<file path="src/rtl/rtc_edit_sequencer.sv">
// rtc_edit_sequencer: turns front-panel buttons into per-field RTC edit pulses, load strobes and a commit write request
module rtc_edit_sequencer #(
  parameter int REPEAT_START = 25_000_000,
  parameter int REPEAT_RATE  = 5_000_000,
  parameter int TIMEOUT      = 500_000_000
) (
  input  logic       i_clk,
  input  logic       i_reset,
  input  logic       i_btn_edit,
  input  logic       i_btn_next,
  input  logic       i_btn_up,
  input  logic       i_btn_down,
  input  logic       i_rd_done,
  input  logic       i_wr_ack,
  output logic       o_modify,
  output logic [2:0] o_up_sel,
  output logic [2:0] o_down_sel,
  output logic       o_load,
  output logic       o_wr_req,
  output logic [1:0] o_sel
);
  localparam int RW = $clog2((REPEAT_START > REPEAT_RATE ? REPEAT_START : REPEAT_RATE) + 1);
  localparam int TW = $clog2(TIMEOUT + 1);
  typedef enum logic [1:0] {IDLE, EDIT, COMMIT} state_t;
  state_t r_state, w_next;
  logic [3:0] r_btn_q, w_btn, w_edge;
  logic r_armed;
  logic [RW-1:0] r_rep, w_rep;
  logic [TW-1:0] r_to, w_to;
  logic [1:0] w_sel;
  logic [2:0] w_onehot;
  logic w_up_only, w_dn_only, w_rep_hit, w_to_hit, w_up, w_dn;
  assign w_btn = {i_btn_down, i_btn_up, i_btn_next, i_btn_edit};
  assign w_edge = r_armed ? (w_btn & ~r_btn_q) : 4'd0;
  assign w_up_only = i_btn_up & ~i_btn_down;
  assign w_dn_only = i_btn_down & ~i_btn_up;
  assign w_rep_hit = r_rep == RW'(REPEAT_START);
  assign w_to_hit = r_to == TW'(TIMEOUT - 1);
  assign w_onehot = 3'b001 << o_sel;
  always_ff @(posedge i_clk)
    r_state <= i_reset ? IDLE : w_next;
  always_comb begin
    w_next = r_state;
    w_sel = o_sel;
    w_up = 1'b0;
    w_dn = 1'b0;
    w_rep = '0;
    w_to = '0;
    if (r_state == IDLE) begin
      if (w_edge[0]) begin
        w_next = EDIT;
        w_sel = 2'd0;
      end
    end else if (r_state == EDIT) begin
      w_rep = ((w_up_only && w_edge[2]) || (w_dn_only && w_edge[3])) ? RW'(1)
            : (r_rep == '0 || !(w_up_only || w_dn_only)) ? '0
            : w_rep_hit ? RW'(REPEAT_START - REPEAT_RATE + 1) : r_rep + 1'b1;
      if (w_edge[0])
        w_next = COMMIT;
      else if (w_to_hit)
        w_next = IDLE;
      else if (w_edge[1])
        w_sel = (o_sel == 2'd2) ? 2'd0 : o_sel + 2'd1;
      else begin
        w_up = w_up_only && (w_edge[2] || w_rep_hit);
        w_dn = w_dn_only && (w_edge[3] || w_rep_hit);
      end
      w_to = (|w_edge || w_up || w_dn) ? '0 : r_to + 1'b1;
    end else if (i_wr_ack)
      w_next = IDLE;
  end
  always_ff @(posedge i_clk)
    if (i_reset) begin
      r_btn_q <= 4'd0;
      r_armed <= 1'b0;
      r_rep <= '0;
      r_to <= '0;
      o_sel <= 2'd0;
      o_modify <= 1'b0;
      o_wr_req <= 1'b0;
      o_load <= 1'b0;
      o_up_sel <= 3'd0;
      o_down_sel <= 3'd0;
    end else begin
      r_btn_q <= w_btn;
      r_armed <= 1'b1;
      r_rep <= w_rep;
      r_to <= w_to;
      o_sel <= w_sel;
      o_modify <= w_next != IDLE;
      o_wr_req <= w_next == COMMIT;
      o_load <= (r_state == IDLE) && i_rd_done;
      o_up_sel <= w_up ? w_onehot : 3'd0;
      o_down_sel <= w_dn ? w_onehot : 3'd0;
    end
endmodule

</file>
<file path="config.mk">
export PLATFORM = sky130hd
export DESIGN_NAME = rtc_edit_sequencer
export DESIGN_NICKNAME = d
export VERILOG_FILES = /design/src/rtl/rtc_edit_sequencer.sv
export SDC_FILE = /design/constraint.sdc
export NUM_CORES = 1
export LEC_CHECK = 0
export CORE_MARGIN = 2
export CORE_UTILIZATION = 53
export CTS_BUF_LIST = sky130_fd_sc_hd__clkbuf_4 sky130_fd_sc_hd__clkbuf_8
export CTS_CLUSTER_DIAMETER = 200
export DETAILED_ROUTE_END_ITERATION = 12
export PLACE_DENSITY = 0.73
export SYNTH_ARGS = -nofsm -noshare
export SYNTH_HDL_FRONTEND = slang
export SYNTH_SLANG_ARGS = --single-unit
</file>
<file path="constraint.sdc">
create_clock -name i_clk -period 2.35 [get_ports i_clk]
set_input_delay 0.3525 -clock i_clk [delete_from_list [all_inputs] [get_ports i_clk]]
set_output_delay 0.3525 -clock i_clk [all_outputs]
set_load 0.02 [all_outputs]
</file>
==> impl_metrics.json, run 1 <==
{
  "cp_max_fo": 29,
  "path_cells": "ha_1 > and4_4 > nand4_4 > o311ai_1 > nor2_2 > buf_12 > nor3_1",
  "maxCapViolCount": 0,
  "fin_tns_setup_ns": 0,
  "power.density_nw_per_um2": 586,
  "antenna_cells": 0,
  "cts_buffers": 9,
  "grt_use_total": 0.209,
  "seq_area_frac_synth": 0.428,
  "regToRegStartpoint": "r_to[0]$_SDFF_PP0_",
  "syn_area_per_cell_sq_um": 9.18,
  "holdPathEnd": "r_to[0]$_SDFF_PP0_",
  "skew_ns": 0.00923,
  "io_pins": 19,
  "status": "finished, final reports clean",
  "grt_start_max_net_pins": 30,
  "synthArstFlopShare": 0,
  "post-route-min-period_ns": 2.16,
  "antenna_found_initial": 0,
  "wl_per_cell_um": 14.1,
  "path_clk_slew_ns": 0.07,
  "rows": 29,
  "crit_slowest_cell": "o311ai_1",
  "final_common_cell": "dfxtp_1",
  "syn_area_sq_um": 3370,
  "critPathKind": "register to register",
  "drive_above_1_share": 0.131,
  "ys.flop_type": "dfxtp_1",
  "cts_resized": 0,
  "via_per_inst": 5.67,
  "syn-num-nets": 380,
  "synth_seq_cells": 72,
  "fin_crit_sh": 0.919,
  "endpoint_kind": "register",
  "wirelength_um": 6680,
  "ys_warn_count": 0,
  "timing.critical_path.slowest_cell_delay_ns": 0.57,
  "ys_types": 48,
  "port_buffers": 18,
  "vias": 2695,
  "dr.pass1.iters": 5,
  "fill_cells": 519,
  "tightest_slew_ns": 0.708,
  "cts_setup_buffers": 0,
  "synthToLayoutAreaGrowth_pct": 14.4,
  "finalHoldViolations": 0,
  "drc_errors": 0,
  "hold_buffers": 0,
  "cp-start-kind": "register",
  "max_freq_mhz": 463,
  "cts_tree": "built",
  "dieWidth_um": 83.7,
  "die_y_um": 83.7,
  "max_slew_margin": 0.523,
  "cts-root-buf": "clkbuf_8",
  "synthCells": 367,
  "finalSetupViolations": 0,
  "ir_drop_mv": 0.345,
  "r2r_cells": 7,
  "r2r-end": "r_to[5]$_SDFF_PP0_",
  "slew_violations": 0,
  "grt_pass1_vias": 2669,
  "worst_ep_arrival_time_ns": 2.43,
  "hold_start": "r_to[0]$_SDFF_PP0_",
  "grt_pass1_wl_um": 11900,
  "htreeDepth": 3,
  "whs_ns": 0.488,
  "rsz0062_at_grt": "false",
  "start_util": 0.540,
  "cts_buffer_depth": 2,
  "cts.sinks": 72,
  "nNetsFinal": 406,
  "holdPathStages": 1,
  "crit_required_ns": 2.62,
  "overflow": 0,
  "ant_nets": 0,
  "ff2ff_setup_slack_ns": 0.19,
  "drtIter0Drc": 160,
  "min_path_type": "register to register",
  "die_area_sq_um": 7010,
  "hpwl_um": 4670,
  "leakage_nw": 1.25,
  "synth_enable_flop_cells": 0,
  "layout_common_cells": "dfxtp_1, nor2_1, xor2_1, nand2_1, nor3_1",
  "clk_latency_ns": 0.35,
  "core_sq_um": 6240,
  "place.gp.congestion": 0.902
}
-- logic make-up (layout without fill, tap and decap cells) --
family,after synthesis,after routing,share of synthesized area
and+or+nand+nor,197,197,0.344
DFF,72,72,0.428
xor gates and xnor gates,49,49,0.127
AOI/OAI and AO/OA,23,23,0.0479
buffers and inverters,21,52,0.0345
adders and majority gates,5,5,0.0186
-- per-layer routing --
metal / wire length (um) / vias up / GRT usage
li1: - / 1359 / -
met1: 3250 / 1260 / 0.273
met2: 2990 / 59 / 0.316
met3: 276 / 17 / 0.0593
met4: 169 / 0 / 0.107
met5: 0 / - / 0
-- power breakdown --
group / internal [mW] / total (mW) / switching [mW] / leakage, nW
clock network: 0.492 / 0.945 / 0.452 / 0.0995
logic: 0.0355 / 0.0769 / 0.0414 / 0.565
registers: 1.23 / 1.24 / 0.00650 / 0.582
total: 1.76 / 2.26 / 0.500 / 1.25
-- registers in the layout, summed over array words and instances (netlist names), 2 cells and up --
signal,flops
o_sel,2
r_btn_q,4
r_rep,25
o_up_sel,3
r_to,29
o_down_sel,3
r_state,2
-- per-stage QoR --
stage / instance area (sq um) / setup slack [ns] / std cells / power, mW / util
4_1_cts: 3850 / 0.135 / 475 / 2.28 / 0.617
5_1_grt: 3850 / 0.0237 / 475 / 2.34 / 0.617
3_3_place_gp: 3660 / 0.212 / 459 / 1.34 / 0.586
2_1_floorplan: 3370 / 0.281 / 367 / 1.31 / -
3_5_place_dp: 3660 / 0.164 / 459 / 1.34 / 0.586
6_report: 3850 / 0.191 / 475 / 2.26 / 0.617
-- critical path: cells and delay by family (launching register included) --
family | cells | cell delay, ns
adder cells (fa/ha/maj) | 1 | 0.25
AND/OR/NAND/NOR | 4 | 0.68
flip-flops | 1 | 0.38
AO/OA/AOI/OAI | 1 | 0.57
buffers and inverters | 1 | 0.20
-- cell type report --
class / instances / area (sq um) / area share
flip-flops and latches: 72 / 1440 / 0.374
clock buffers: 14 / 180 / 0.0468
multi-input cells: 274 / 1820 / 0.471
clock inverters: 2 / 12.5 / 0.00325
well taps: 77 / 96.3 / 0.0250
inverters: 9 / 33.8 / 0.00877
repair buffers: 27 / 273 / 0.0708
-- cells in the mapped netlist, drive strengths merged (7+ instances only) --
master	instances	share of area
nand2	25	0.028
xor2	30	0.078
nor4	14	0.026
xnor2	19	0.049
dfxtp	72	0.43
buf	10	0.022
nand3	20	0.030
inv	9	0.010
nor2	40	0.045
a21oi	9	0.013
nor3	37	0.073
nand4	20	0.043
and3	7	0.013
-- worst max path at each step --
| stage | start | end | slack, ns | depth (start not counted) |
|---|---|---|---|---|
| floorplan | r_to[0]$_SDFF_PP0_ | r_to[20]$_SDFF_PP0_ | 0.28 | 8 |
| global placement | i_btn_edit | r_to[14]$_SDFF_PP0_ | 0.21 | 7 |
| detailed placement | i_reset | r_to[5]$_SDFF_PP0_ | 0.16 | 7 |
| CTS | r_to[0]$_SDFF_PP0_ | r_to[18]$_SDFF_PP0_ | 0.13 | 7 |
| global route | r_to[0]$_SDFF_PP0_ | r_to[7]$_SDFF_PP0_ | 0.02 | 7 |
| finish | r_to[0]$_SDFF_PP0_ | r_to[5]$_SDFF_PP0_ | 0.19 | 7 |
Power figures use the tool's default switching activity.
==> run 2: changes to the inputs <==
--- a/config.mk
+++ b/config.mk
@@ -11,6 +11,7 @@
 export CTS_CLUSTER_DIAMETER = 200
 export DETAILED_ROUTE_END_ITERATION = 12
 export PLACE_DENSITY = 0.73
+export SETUP_SLACK_MARGIN = 0.1
 export SYNTH_ARGS = -nofsm -noshare
 export SYNTH_HDL_FRONTEND = slang
 export SYNTH_SLANG_ARGS = --single-unit
==> impl_metrics.json, run 2 (synthesis gave the netlist of run 1 again) <==
{
  "finalSetupViolations": 0,
  "critPathKind": "register to register",
  "grt_start_max_net_pins": 30,
  "fill_cells": 518,
  "path_cells": "ha_2 > and4_4 > nand4_4 > or3_4 > a31o_1 > buf_12 > nor3_1",
  "dp_cells": 459,
  "crit_end": "r_to[5]$_SDFF_PP0_",
  "final_common_cell": "dfxtp_1",
  "regToRegStartpoint": "r_to[0]$_SDFF_PP0_",
  "vias": 2724,
  "nNetsFinal": 406,
  "min_path_type": "register to register",
  "pre_cts_ws_ns": 0.164,
  "cts-root-buf": "clkbuf_8",
  "dr.pass1.iters": 4,
  "critPathLaunch": "r_to[0]$_SDFF_PP0_",
  "cts_buffer_depth": 2,
  "die_area_sq_um": 7010,
  "overflow": 0,
  "post-route-min-period_ns": 2.14,
  "largest_reg_flops": 29,
  "dieWidth_um": 83.7,
  "slew_violations": 0,
  "crit_slowest_cell": "or3_4",
  "critPathBufInv": 1,
  "clk_latency_ns": 0.36,
  "place.gp.congestion": 0.902,
  "drc_errors": 0,
  "fin_crit_sh": 0.912,
  "synthToLayoutAreaGrowth_pct": 14.9,
  "fin_tns_setup_ns": 0,
  "rsz0062_at_grt": "true",
  "leakage_nw": 1.24,
  "cp_max_fo": 29,
  "status": "finished, final reports clean",
  "worst_ep_arrival_time_ns": 2.42,
  "start_util": 0.540,
  "via_per_inst": 5.73,
  "die_y_um": 83.7,
  "tightest_slew_ns": 0.706,
  "cts_setup_buffers": 0,
  "ff2ff_setup_slack_ns": 0.21,
  "final_core_util": 0.620,
  "htreeDepth": 3,
  "top_regs": "r_to: 29 flops, r_rep: 25 flops, r_btn_q: 4 flops",
  "layout_common_cells": "dfxtp_1, nor2_1, xor2_1, nand2_1, nor3_1",
  "drive_above_1_share": 0.138,
  "timing.critical_path.slowest_cell_delay_ns": 0.41,
  "cts_resized": 0,
  "ant_nets": 0,
  "cts_buffers": 9,
  "io_pins": 19,
  "cts_tree": "built",
  "max_slew_margin": 0.525,
  "wirelength_um": 6700,
  "hold_buffers": 0,
  "r2r-end": "r_to[5]$_SDFF_PP0_",
  "core_sq_um": 6240,
  "drtIter0Drc": 193,
  "path_clk_slew_ns": 0.07,
  "skew_ns": 0.0122,
  "hpwl_um": 4670,
  "wl_per_cell_um": 14.1,
  "fin_cells": 475,
  "grt_pass1_vias": 2669,
  "crit_family": "simple AND/OR/NAND/NOR gates",
  "finalHoldViolations": 0,
  "rows": 29,
  "cts.sinks": 72,
  "maxCapViolCount": 0,
  "max_freq_mhz": 467,
  "grt_pass1_wl_um": 11900,
  "worst_slack_ns": 0.207,
  "endpoint_kind": "register",
  "antenna_cells": 0,
  "ir_drop_mv": 0.345,
  "cp-start-kind": "register",
  "port_buffers": 18,
  "power.density_nw_per_um2": 584,
  "antenna_found_initial": 0,
  "regMostFlops": "r_to",
  "crit_required_ns": 2.62,
  "cp_num_cells": 7,
  "grt_use_total": 0.209,
  "r2r_cells": 7
}
[run 2: changes by cell type in the layout (fill, tap and decap cells not counted)]
cell | previous run | this run
ha_1 | 5 | 4
nor3_1 | 25 | 24
nor3_2 | 12 | 13
o311ai_2 | 0 | 1
ha_2 | 0 | 1
o311ai_1 | 1 | 0
[run 2: worst min-delay path by stage]
stage                                   from            endpoint  cells after the start
after CTS                 r_to[0]$_SDFF_PP0_  r_to[0]$_SDFF_PP0_                      1
after floorplan                      i_reset     r_armed$_DFF_P_                      1
after global routing      r_to[0]$_SDFF_PP0_  r_to[0]$_SDFF_PP0_                      1
after global placement    r_to[0]$_SDFF_PP0_  r_to[0]$_SDFF_PP0_                      1
after detailed placement  r_to[0]$_SDFF_PP0_  r_to[0]$_SDFF_PP0_                      1
final                     r_to[0]$_SDFF_PP0_  r_to[0]$_SDFF_PP0_                      1
[run 2: through the flow]
stage,cell area (sq um),power [mW],hold WS (ns)
detailed placement,3660,1.34,0.478
floorplan,3370,1.31,0.422
finish,3870,2.26,0.492
CTS,3850,2.28,0.490
global route,3870,2.34,0.506
global placement,3660,1.34,0.475
[run 2: cell type report]
cell class / instances / area [sq um] / area share
clock buffer: 14 / 180 / 0.0466
clock inverter: 2 / 12.5 / 0.00323
inverter: 9 / 33.8 / 0.00873
multi-input combinational: 274 / 1830 / 0.473
sequential: 72 / 1440 / 0.373
tap: 77 / 96.3 / 0.0249
timing repair buffer: 27 / 273 / 0.0705
[run 2: routing by layer]
metal	part of all wire	track usage
met1	0.48	0.273
met2	0.45	0.316
met3	0.043	0.0593
met4	0.026	0.107
met5	0	0
[run 2: power breakdown]
group	internal (mW)	leakage (nW)	switching (mW)
Clock	0.492	0.0995	0.453
Sequential	1.23	0.582	0.00653
Combinational	0.0360	0.563	0.0420
[run 2: worst reg2reg max path, cell delays in order, from the launching register on]
cell and delay (ns):
dfxtp_1 0.38, ha_2 0.24, and4_4 0.26, nand4_4 0.13, or3_4 0.41, a31o_1 0.26
buf_12 0.18, nor3_1 0.21
==> run 3: changes to the inputs <==
--- a/config.mk
+++ b/config.mk
@@ -12,6 +12,7 @@
 export DETAILED_ROUTE_END_ITERATION = 12
 export PLACE_DENSITY = 0.73
 export SETUP_SLACK_MARGIN = 0.1
+export SKIP_LAST_GASP = 1
 export SYNTH_ARGS = -nofsm -noshare
 export SYNTH_HDL_FRONTEND = slang
 export SYNTH_SLANG_ARGS = --single-unit
==> results of run 3 <==
Same layout as run 2: the final DEF is identical, and so are final timing and power.
